===== src/rtl/spi_cmd_ctl.sv =====
// spi_cmd_ctl: parses SPI chip-select transactions into write/read/status commands on a word bus.
// Optional feature macro: SPI_CMD_CTL_BURST_EN (multi-word write/read bursts with auto-increment).
module spi_cmd_ctl #(
   parameter int ADDR_WIDTH = 16
) (
   input  logic                  clk_i,
   input  logic                  rst_n_i,
   input  logic                  spi_cs_n_i,
   input  logic                  spi_byte_vld_i,
   input  logic [7:0]            spi_byte_data_i,
   output logic                  spi_byte_rdy_o,
   output logic [7:0]            spi_byte_data_o,
   output logic [ADDR_WIDTH-1:0] bus_addr_o,
   output logic                  bus_wr_en_o,
   output logic [31:0]           bus_wr_data_o,
   output logic                  bus_rd_en_o,
   input  logic [31:0]           bus_rd_data_i
);

`ifdef SPI_CMD_CTL_BURST_EN
   localparam bit BURST = 1'b1;
`else
   localparam bit BURST = 1'b0;
`endif

   localparam logic [7:0] CMD_WR   = 8'h01;
   localparam logic [7:0] CMD_RD   = 8'h02;
   localparam logic [7:0] CMD_STAT = 8'h03;

   typedef enum logic [2:0] {
      S_IDLE,
      S_ADDR,
      S_WR,
      S_RD,
      S_STAT,
      S_DISC
   } state_e;

   // Every flop of the block lives here so reset and next-state stay in one place.
   typedef struct packed {
      state_e                state;
      logic [1:0]            cnt;       // byte index inside the current 4-byte group
      logic                  is_rd;
      logic [ADDR_WIDTH-1:0] addr;
      logic [23:0]           wr_acc;
      logic [31:0]           cur;
      logic [31:0]           pend;
      logic                  err;
      logic                  rd_vld;    // bus_rd_data_i carries the word requested last cycle
      logic                  rd_pf;     // that word is a prefetch, not the first word
      logic                  rdy;
      logic [7:0]            miso;
      logic [ADDR_WIDTH-1:0] bus_addr;
      logic                  wr_en;
      logic [31:0]           wr_data;
      logic                  rd_en;
   } regs_t;

   regs_t                 r_q, r_d;
   logic [ADDR_WIDTH-1:0] addr_shift;
   logic [ADDR_WIDTH-1:0] addr_inc;

   // NOTE: sequential state uses non-blocking assignments only; the comb block below uses blocking.
   always_ff @(posedge clk_i or negedge rst_n_i) begin
      if (!rst_n_i) begin
         r_q <= '0;
      end else begin
         r_q <= r_d;
      end
   end

   // NOTE: r_d starts as a full copy of r_q so no path through the case tree can infer a latch.
   always_comb begin
      r_d        = r_q;
      r_d.rdy    = 1'b0;
      r_d.wr_en  = 1'b0;
      r_d.rd_en  = 1'b0;
      r_d.rd_vld = r_q.rd_en;
      addr_shift = {r_q.addr[ADDR_WIDTH-9:0], spi_byte_data_i};
      addr_inc   = r_q.addr + ADDR_WIDTH'(4);

      if (spi_cs_n_i) begin
         // Chip select high drops partial words and any read still in flight.
         r_d.state  = S_IDLE;
         r_d.cnt    = '0;
         r_d.rd_vld = 1'b0;
      end else begin
         if (r_q.rd_vld) begin
            if (r_q.rd_pf) begin
               r_d.pend = bus_rd_data_i;
            end else begin
               r_d.cur  = bus_rd_data_i;
               r_d.rdy  = 1'b1;
               r_d.miso = bus_rd_data_i[31:24];
            end
         end

         if (spi_byte_vld_i) begin
            case (r_q.state)
               S_IDLE: begin
                  r_d.cnt = '0;
                  case (spi_byte_data_i)
                     CMD_WR: begin
                        r_d.state = S_ADDR;
                        r_d.is_rd = 1'b0;
                     end
                     CMD_RD: begin
                        r_d.state = S_ADDR;
                        r_d.is_rd = 1'b1;
                     end
                     CMD_STAT: begin
                        r_d.state = S_STAT;
                        r_d.rdy   = 1'b1;
                        r_d.miso  = {7'b0, r_q.err};
                        r_d.err   = 1'b0;
                     end
                     default: begin
                        r_d.state = S_DISC;
                        r_d.err   = 1'b1;
                     end
                  endcase
               end

               S_ADDR: begin
                  r_d.addr = addr_shift;
                  r_d.cnt  = r_q.cnt + 2'd1;
                  if (r_q.cnt == 2'd3) begin
                     if (r_q.is_rd) begin
                        r_d.state    = S_RD;
                        r_d.rd_en    = 1'b1;
                        r_d.rd_pf    = 1'b0;
                        r_d.bus_addr = addr_shift;
                     end else begin
                        r_d.state = S_WR;
                     end
                  end
               end

               S_WR: begin
                  r_d.wr_acc = {r_q.wr_acc[15:0], spi_byte_data_i};
                  r_d.cnt    = r_q.cnt + 2'd1;
                  if (r_q.cnt == 2'd3) begin
                     r_d.wr_en    = 1'b1;
                     r_d.wr_data  = {r_q.wr_acc, spi_byte_data_i};
                     r_d.bus_addr = r_q.addr;
                     r_d.addr     = addr_inc;
                     if (!BURST) r_d.state = S_DISC;
                  end
               end

               S_RD: begin
                  r_d.cnt = r_q.cnt + 2'd1;
                  case (r_q.cnt)
                     2'd0: begin
                        r_d.rdy  = 1'b1;
                        r_d.miso = r_q.cur[23:16];
                     end
                     2'd1: begin
                        r_d.rdy  = 1'b1;
                        r_d.miso = r_q.cur[15:8];
                        if (BURST) begin
                           r_d.rd_en    = 1'b1;
                           r_d.rd_pf    = 1'b1;
                           r_d.bus_addr = addr_inc;
                        end
                     end
                     2'd2: begin
                        r_d.rdy  = 1'b1;
                        r_d.miso = r_q.cur[7:0];
                     end
                     default: begin
                        if (BURST) begin
                           r_d.cur  = r_q.pend;
                           r_d.rdy  = 1'b1;
                           r_d.miso = r_q.pend[31:24];
                           r_d.addr = addr_inc;
                        end else begin
                           r_d.state = S_DISC;
                        end
                     end
                  endcase
               end

               S_STAT: begin
                  r_d.rdy  = 1'b1;
                  r_d.miso = {7'b0, r_q.err};
                  r_d.err  = 1'b0;
               end

               default: ;
            endcase
         end
      end
   end

   assign spi_byte_rdy_o  = r_q.rdy;
   assign spi_byte_data_o = r_q.miso;
   assign bus_addr_o      = r_q.bus_addr;
   assign bus_wr_en_o     = r_q.wr_en;
   assign bus_wr_data_o   = r_q.wr_data;
   assign bus_rd_en_o     = r_q.rd_en;

endmodule


===== config.mk =====
export PLATFORM = sky130hd
export DESIGN_NAME = spi_cmd_ctl
export DESIGN_NICKNAME = d
export VERILOG_FILES = /design/src/rtl/spi_cmd_ctl.sv
export SDC_FILE = /design/constraint.sdc
export NUM_CORES = 1
export LEC_CHECK = 0
export BUFFER_PORTS_ARGS = -buffer_cell sky130_fd_sc_hd__buf_2
export CORE_ASPECT_RATIO = 1.5
export CORE_MARGIN = 2
export CORE_UTILIZATION = 50
export CTS_CLUSTER_SIZE = 8
export DETAILED_ROUTE_END_ITERATION = 7
export PLACE_DENSITY = 0.72
export RECOVER_POWER = 50
export SLEW_MARGIN = 15
export SYNTH_ARGS = -nofsm -noshare
export SYNTH_HDL_FRONTEND = slang
export SYNTH_SLANG_ARGS = --single-unit

===== constraint.sdc =====
create_clock -name clk_i -period 4.4 [get_ports clk_i]
set_input_delay 1.1 -clock clk_i [delete_from_list [all_inputs] [get_ports clk_i]]
set_output_delay 1.1 -clock clk_i [all_outputs]
set_load 0.1 [all_outputs]

==> results.ini <==
[status]
status = complete, but fails checks
violations = capacitance limit, slew limit

[grt]
grt_pass1_wl_microns = 22600
use_met2_pct = 35.4
top_usage_layer = met2
overflow = 0
grtUsageTotal_pct = 21.5
grt_pass1_vias = 4507
grt_use_met3_pct = 4.56
use_met1_pct = 26.6
grt_max_degree = 77
antenna_found_initial = 1

[clock_tree]
cts_tree = yes
cts_setup_buffers = 0
cts_hold_buf = 0
cts.repair.resized = 0
cts-buffers-inserted = 17
cts_root_buffer = clkbuf_16
clk_pin_slew_worst_paths_ns = 0.06
clock_sinks = 131
cts_max_path_buffers = 2
clock_latency_ns = 0.42
h-tree-depth = 4

[timing]
report.final.slew_viol_count = 77
skew_ns = 0.0116
slew_headroom_pct = -25.2
fin_hold_ws_ns = 0.481
setup_violations = 0
worst_pin_slew_ns = 1.88
finalCritPeriodShare_pct = 75.9
tns_ns = 0
fin_crit_ns = 3.34
fmax_mhz = 299
finalHoldViolations = 0
rsz0062_at_grt = no

[placement]
hpwl_microns = 9530
port_buffers = 102
gp_congestion = 0.907

[synth]
async_flop_share_pct = 100
synth_top_family_by_area = simple AND/OR/NAND/NOR gates
yosysTopAreaCell = dfrtp_1
syn-mean-instance-area_sq_um = 10.5
netlist_top_cells_count = 131 x dfrtp_1, 122 x nand2_1, 56 x buf_4, 29 x mux2_4, 29 x nor2_1
syn_inst = 610
yosys.area.top_type_share_pct = 51.3
syn-num-nets = 659
ys_seq_elements = 131
synth_cell_types = 50
synthTopCellsByArea = dfrtp_1 51%, nand2_1 7.2%, mux2_4 6.8%
synth_most_common_cell = dfrtp_1
synth-edff-count = 0
ys.flop_type = dfrtp_1
synth_xor_area_share_pct = 0.137
synth_warnings = 0
synthMuxAreaShare_pct = 11.9
synth_simple_gate_area_share_pct = 14.2
synth-compound-area-share_pct = 11.6
synth_area_sq_um = 6390
synth_adder_area_share_pct = 0.979
synth-seq-area-share_pct = 51.3

[floorplanning]
fp.dieW_microns = 96.3
initial_core_util_pct = 51.1
rows = 50
die_area_sq_um = 13700
design.core.area_sq_um = 12500
die_h_microns = 142
io-pin-count = 103

[critical_path]
reg2reg_depth = 6
worstSetupStartpointType = input port
arrival_ns = 3.64
worstPathRequired_ns = 4.70
reg2reg_slack_ns = 1.17
crit_path_max_fanout = 33
cp-endpoint = bus_wr_data_o[9]
startpoint = spi_byte_vld_i
crit_path_end_kind = flop
path_class = input port to flop
r2r_end = bus_wr_data_o[9]
r2r-start = r_q[167]

[pwr]
p_per_area_nw_per_um2 = 604
p_leak_nw = 3.64
power.total_mw = 4.30
irDropWorstVdd_mv = 0.351

[routing]
routed_via_density = 5.69
drcViolationCount = 0
dr.pass1.iters = 6
num_vias = 4611
finalWirelength_microns = 14100
drt_iter0_markers = 431
ant_nets = 0
wire_per_inst_microns = 17.4

[cells_and_area]
drive_gt1_share_pct = 31.3
final_nets = 692
syn_to_final_growth_pct = 11.3
nFillCells = 1063
n_antenna_cell = 0

[min_path]
worstHoldPathType = flop to flop

[run]
cap_violations = 1

==> logic make-up (layout without fill, tap and decap cells) <==
logic type / after synthesis / count (layout)
muxes: 58 / 58
xor gates and xnor gates: 1 / 1
buffers and inverters: 101 / 146
adders and majority gates: 5 / 5
and+or+nand+nor: 206 / 206
AOI/OAI and AO/OA: 108 / 108
DFF: 131 / 131
==> critical path, cell delays in order <==
cell and delay [ns]:
clkbuf_1 0.18, nand2b_1 0.26, a211oi_1 0.32, clkbuf_1 0.71
nand2_4 0.58, mux2_4 0.46
==> state kept, by name, indices dropped and copies added (netlist names), named ones only <==
name,cells
r_q,64
bus_wr_data_o,32
bus_addr_o,16
spi_byte_data_o,8
addr_shift,6
bus_rd_en_o,1
bus_wr_en_o,1
spi_byte_rdy_o,1
==> worst min-delay path by stage <==
stage	endpoint	slack (ns)	startpoint	cells after the start
3_3_place_gp	r_q[107]	0.46	r_q[107]	2
5_1_grt	r_q[106]	0.50	r_q[106]	2
3_5_place_dp	r_q[102]	0.46	r_q[102]	2
6_report	r_q[99]	0.48	r_q[99]	2
4_1_cts	r_q[99]	0.48	r_q[99]	2
2_1_floorplan	r_q[110]	0.45	r_q[110]	2
==> layout by cell type, fill, tap and decap left out, types with 3 or more instances in the layout <==
master	netlist	routed
ha_1	5	5
nand2b_1	4	4
nor3_1	3	3
or2_2	8	8
buf_2	12	98
clkinv_4	0	3
o22ai_1	6	6
nor2b_1	5	4
dfrtp_1	131	131
a22o_1	3	3
bufinv_16	0	3
and3_1	7	7
mux2_4	29	29
clkbuf_16	0	17
nor2_1	29	29
o21ai_0	17	17
mux2_2	28	28
nand2_1	122	122
clkinvlp_4	0	3
nand3_1	15	15
o221ai_1	7	7
a31oi_1	10	10
a222oi_1	8	8
a2bb2oi_1	6	6
a21oi_1	28	28
inv_1	9	9
or3_1	3	3
a22oi_1	9	9
clkbuf_1	20	5
buf_4	56	3
==> layer usage <==
layer / wire length [microns] / up-vias
met5: 16 / -
met1: 5760 / 2264
met4: 408 / 2
met3: 731 / 34
met2: 7190 / 190
li1: - / 2121
==> cell type report <==
type	count	area [sq um]	area share (%)
well taps	156	195	2.74
flip-flops and latches	131	3280	46.1
inverters	9	33.8	0.475
clock inverters	12	158	2.22
multi-input cells	378	2480	34.8
clock buffers	19	443	6.22
repair buffers	106	533	7.49
==> per-stage QoR <==
| stage | instance area, sq um | worst slack, ns | util (%) | instances |
|---|---|---|---|---|
| after floorplan | 6390 | 1.99 | - | 610 |
| after global placement | 6550 | 1.49 | 52.4 | 780 |
| after detailed placement | 6550 | 1.44 | 52.4 | 780 |
| after CTS | 7150 | 1.67 | 57.2 | 811 |
| after global routing | 7120 | 0.910 | 56.9 | 811 |
| final | 7120 | 1.06 | 56.9 | 811 |
==> report_power, final <==
part | switching [mW] | internal (mW) | leakage, nW | total (mW)
clock | 0.520 | 0.903 | 0.285 | 1.42
combinational | 0.975 | 0.284 | 1.63 | 1.26
sequential | 0.202 | 1.42 | 1.72 | 1.62
(Power assumes the default switching activity.)
